`src/rtl/srl_fifo_ctrl.sv`:
```
// Shift-register FIFO controller: SRL storage addressed by occupancy, with an
// optional show-ahead output register and sticky overflow/underflow flags.
module srl_fifo_ctrl #(
    parameter int DATA_WIDTH = 8,
    parameter int ADDR_WIDTH = 4,
    parameter int DEPTH      = 16,
    parameter int AF_LEVEL   = DEPTH - 2,
    parameter int REG_OUT    = 0
) (
    input  logic                  clk,
    input  logic                  reset_n,
    input  logic                  if_write_ce,
    input  logic                  if_write,
    input  logic [DATA_WIDTH-1:0] if_din,
    output logic                  if_full_n,
    input  logic                  if_read_ce,
    input  logic                  if_read,
    output logic [DATA_WIDTH-1:0] if_dout,
    output logic                  if_empty_n,
    output logic [ADDR_WIDTH:0]   if_num_data_valid,
    output logic                  if_almost_full,
    output logic                  err_overflow,
    output logic                  err_underflow,
    input  logic                  clear_err
);

    localparam logic [ADDR_WIDTH:0] FULL_CNT = (ADDR_WIDTH+1)'(DEPTH);

    logic [DATA_WIDTH-1:0] srl [DEPTH];
    logic [DATA_WIDTH-1:0] srl_head;
    logic [ADDR_WIDTH:0]   cnt;
    logic [ADDR_WIDTH-1:0] rd_addr;
    logic                  push;
    logic                  pop;
    logic                  deq;
    logic                  v;
    logic                  ovf_set;
    logic                  unf_set;

    assign if_full_n = (cnt != FULL_CNT);
    assign push      = if_write_ce & if_write & if_full_n;
    assign pop       = if_read_ce & if_read & if_empty_n;
    assign ovf_set   = if_write_ce & if_write & ~if_full_n;
    assign unf_set   = if_read_ce & if_read & ~if_empty_n;

    // Oldest entry sits at index cnt-1; clamp at empty so the address stays in range.
    assign rd_addr  = (cnt == '0) ? '0 : ADDR_WIDTH'(cnt - 1'b1);
    assign srl_head = srl[rd_addr];

    always_ff @(posedge clk) begin
        if (push) begin
            for (int i = DEPTH - 1; i > 0; i--) begin
                srl[i] <= srl[i-1];
            end
            srl[0] <= if_din;
        end
    end

    always_ff @(posedge clk or negedge reset_n) begin
        if (!reset_n) begin
            cnt <= '0;
        end else if (push && !deq) begin
            cnt <= cnt + 1'b1;
        end else if (!push && deq) begin
            cnt <= cnt - 1'b1;
        end
    end

    generate
        if (REG_OUT != 0) begin : g_reg_out
            logic [DATA_WIDTH-1:0] dout_q;
            logic                  v_q;

            // Refill the output register whenever it is empty or being consumed.
            assign deq = (!v_q || pop) && (cnt != '0);

            always_ff @(posedge clk or negedge reset_n) begin
                if (!reset_n) begin
                    dout_q <= '0;
                    v_q    <= 1'b0;
                end else if (deq) begin
                    dout_q <= srl_head;
                    v_q    <= 1'b1;
                end else if (pop) begin
                    v_q    <= 1'b0;
                end
            end

            assign v          = v_q;
            assign if_empty_n = v_q;
            assign if_dout    = dout_q;
        end else begin : g_direct_out
            assign deq        = pop;
            assign v          = 1'b0;
            assign if_empty_n = (cnt != '0);
            assign if_dout    = srl_head;
        end
    endgenerate

    assign if_num_data_valid = cnt + {{ADDR_WIDTH{1'b0}}, v};
    assign if_almost_full    = (int'(if_num_data_valid) >= AF_LEVEL);

    // A new error in the same cycle as clear_err wins over the clear.
    always_ff @(posedge clk or negedge reset_n) begin
        if (!reset_n) begin
            err_overflow  <= 1'b0;
            err_underflow <= 1'b0;
        end else begin
            err_overflow  <= ovf_set | (err_overflow & ~clear_err);
            err_underflow <= unf_set | (err_underflow & ~clear_err);
        end
    end

endmodule

```
`config.mk`:
```
export PLATFORM = sky130hd
export DESIGN_NAME = srl_fifo_ctrl
export DESIGN_NICKNAME = d
export VERILOG_FILES = /design/src/rtl/srl_fifo_ctrl.sv
export SDC_FILE = /design/constraint.sdc
export NUM_CORES = 1
export LEC_CHECK = 0
export BUFFER_PORTS_ARGS = -buffer_cell sky130_fd_sc_hd__buf_2
export CORE_UTILIZATION = 45
export DETAILED_ROUTE_END_ITERATION = 12
export SYNTH_ARGS = -nofsm -noshare
export SYNTH_HDL_FRONTEND = slang
export SYNTH_SLANG_ARGS = --single-unit
```
`constraint.sdc`:
```
create_clock -name clk -period 10.3 [get_ports clk]
set_input_delay 2.06 -clock clk [delete_from_list [all_inputs] [get_ports clk]]
set_output_delay 2.06 -clock clk [all_outputs]
set_load 0.02 [all_outputs]
```
==> results.yml <==
layout:
  regArea_um2: 4020
  multi_input_area_um2: 1520
  drive_above_1_share_pct: 20.6
  final_common_cell: "edfxtp_1"
  n_fill_cell: 988
  final_cell_mix: "edfxtp_1, nor2_1, buf_2"
  finalInstanceArea_um2: 6540
  nets: 438
  n_antenna_cell: 0
  synthToLayoutAreaGrowth_pct: 14.9
setup_path:
  crit_fanout: 47
  path_cells: "buf_4, clkinv_1, ha_1, nand2b_1, o21bai_2, nand2_1, o221ai_1, o22ai_1, buf_2"
  reg2reg_depth: 5
  slowest_stage: "o21bai_2"
  critPathRequiredTime_ns: 8.24
  cp-start-kind: "flop"
  reg2reg_slack_ns: 6.85
  worstSetupEndpointType: "primary output"
  path_class: "reg -> out"
  r2r-start: "cnt[0]$_DFFE_PN0P_"
  rr_endpoint: "srl[9][2]$_DFFE_PP_"
  cp_slowest_stage_delay_ns: 0.66
  crit_arrival_ns: 3.79
floorplanning:
  dieArea_um2: 13100
  die_y_um: 114
  die_w_um: 114
  core_area_um2: 12200
  rows: 40
  start_util_pct: 46.8
  ios: 33
synth:
  synthSimpleGateAreaFrac_pct: 9.21
  yosys_warnings: 0
  synth.area.top_cells: "edfxtp_1, nor2_1, dfrtp_1, mux2_2, nor3_1"
  synth_top_family_by_area: "compound AO/OA/AOI/OAI gates"
  syn_inst: 385
  avgSynthCellArea_um2: 14.8
  synth_mux_area_share_pct: 5.01
  synth_xor_xnor_area_share_pct: 0.769
  synth_top_cell_by_area: "edfxtp_1"
  synth_top_area_share_pct: 67.5
  seq_area_frac_synth_pct: 70.6
  syn-cell-area_um2: 5690
  synthAdderAreaFrac_pct: 0.879
  syn-num-nets: 404
  post_synth_num_cell_types: 45
  synth_compound_area_share_pct: 10.5
  synth-seq-cells: 135
sta:
  final.setup.tns_ns: 0
  period_minus_slack_ns: 5.85
  drv_slew: 0
  fmax_mhz: 171
  setup_viol_count_final: 0
  worst_clock_skew_ns: 0.0169
  report.final.hold_viol_count: 0
  worst_slew_pin_slew_ns: 1.14
  timing.slew.headroom_pct: 24.1
  period_share_pct: 56.8
  rsz0062_at_grt: "false"
grt:
  antenna_found_initial: 0
  grt_usage_pct: 18.3
  met2_usage_pct: 26.7
  grt_start_max_net_pins: 92
  grtUsageMet1_pct: 25.2
  grt-busiest-layer: "met2"
  grt_pass1_vias: 3187
  grt-ovfl-total: 0
  met3_usage_pct: 5.88
  grt_pass1_wl_um: 17400
detailed_routing:
  vias: 3332
  ant_nets: 0
  drtPass1Iterations: 5
  routed_wl_um: 11000
  routed_via_density: 5.55
  drt_iter0_drc: 240
  drcViolationCount: 0
  wl_per_cell_um: 18.4
min_path:
  hold_depth: 0
  hold_path_startpoint: "srl[14][6]$_DFFE_PP_"
  hold_end: "srl[15][6]$_DFFE_PP_"
  hold_path.class: "reg -> reg"
clocking:
  clock-sinks: 135
  path_clk_slew_ns: 0.05
  cts-htree-levels: 4
  clock_path_buffers: 2
  cts_root_buffer: "clkbuf_16"
  post_cts_buffers: 0
  cts.repair.resized: 0
  cts_tree: "done"
  clk_latency_ns: 0.43
  cts_buffers: 17
  postCtsHoldBufs: 0
placement:
  place_area_um2: 5970
  place.port_buffers: 32
  place.gp.congestion: 0.781
  hpwl_um: 6510
run_status:
  status: "finished clean"
job:
  cap_viol_max_count: 0
power_and_ir_drop:
  power_leakage_nw: 2.25
  p_per_area_nw_per_um2: 325
  worst_ir_drop_vdd_mv: 0.147
==> routing by layer <==
| layer | share of wire, % | wire (um) |
|---|---|---|
| met3 | 5.1 | 561 |
| met1 | 47 | 5230 |
| met2 | 46 | 5090 |
| met4 | 1.3 | 142 |
| met5 | 0 | 0 |
==> area by class of cell <==
class	instances	share of cell area, %
Multi-Input combinational cell	222	23.2
Inverter	6	0.382
Sequential cell	135	61.4
Tap cell	168	3.21
Clock buffer	21	6.73
Clock inverter	11	2.01
Timing Repair Buffer	37	3.02
==> cell families after synthesis <==
group,count (synthesis)
fa+ha+maj,4
flops,135
xor+xnor,5
buf+inv,28
compound gates,81
mux,26
simple gates,106
==> how the worst max path moves through the flow <==
stage                       start                 end  depth (start not counted)
3_3_place_gp   cnt[0]$_DFFE_PN0P_          if_dout[5]                          9
3_5_place_dp   cnt[0]$_DFFE_PN0P_          if_dout[4]                          9
4_1_cts        cnt[0]$_DFFE_PN0P_          if_dout[4]                          9
2_1_floorplan         if_write_ce  cnt[4]$_DFFE_PN0P_                          8
5_1_grt        cnt[0]$_DFFE_PN0P_          if_dout[5]                          9
6_report       cnt[0]$_DFFE_PN0P_          if_dout[6]                          9
==> through the flow <==
step                setup slack (ns)  utilization [%]  power, mW  std cells  hold WS [ns]
finish                          4.45             53.8       2.13        600         0.441
global route                    4.17             53.8       2.23        600         0.447
CTS                             4.38             53.8       2.15        600         0.443
detailed placement              4.85             49.1       1.55        568         0.429
global placement                4.91             49.1       1.54        568         0.423
floorplan                      0.119                -       1.34        385         0.419
==> sequential cells by signal (all words and copies together), names as in the netlist <==
| signal | count |
|---|---|
| srl | 128 |
| cnt | 5 |
| err_overflow | 1 |
| err_underflow | 1 |
==> power by group <==
group	switching, mW	internal, mW
Combinational	0.535	0.297
Sequential	0.0440	0.662
Clock	0.215	0.376
Total	0.794	1.33
==> synthesized netlist by cell type, drive strengths merged <==
| cell type | count |
|---|---|
| a21o | 1 |
| a21oi | 1 |
| a221o | 8 |
| a311oi | 7 |
| a31oi | 1 |
| a41oi | 2 |
| buf | 14 |
| clkbuf | 8 |
| clkinv | 1 |
| dfrtp | 7 |
| edfxtp | 128 |
| ha | 4 |
| inv | 5 |
| mux2 | 17 |
| mux2i | 9 |
| nand2 | 5 |
| nand2b | 5 |
| nand3 | 3 |
| nand4 | 1 |
| nor2 | 51 |
| nor2b | 3 |
| nor3 | 27 |
| nor4b | 1 |
| o2111ai | 1 |
| o211ai | 1 |
| o21ai | 26 |
| o21ba | 1 |
| o21bai | 1 |
| o221ai | 7 |
| o22a | 7 |
| o22ai | 17 |
| or3 | 10 |
| xnor2 | 2 |
| xor2 | 3 |
==> critical path, delay by kind of cell (launching register included) <==
| family | cells | cell delay [ns] |
|---|---|---|
| buffers and inverters | 3 | 0.60 |
| AO/OA/AOI/OAI | 3 | 1.22 |
| adder cells (fa/ha/maj) | 1 | 0.34 |
| AND/OR/NAND/NOR | 2 | 0.79 |
| flip-flops | 1 | 0.38 |
Power figures use the tool's default switching activity.
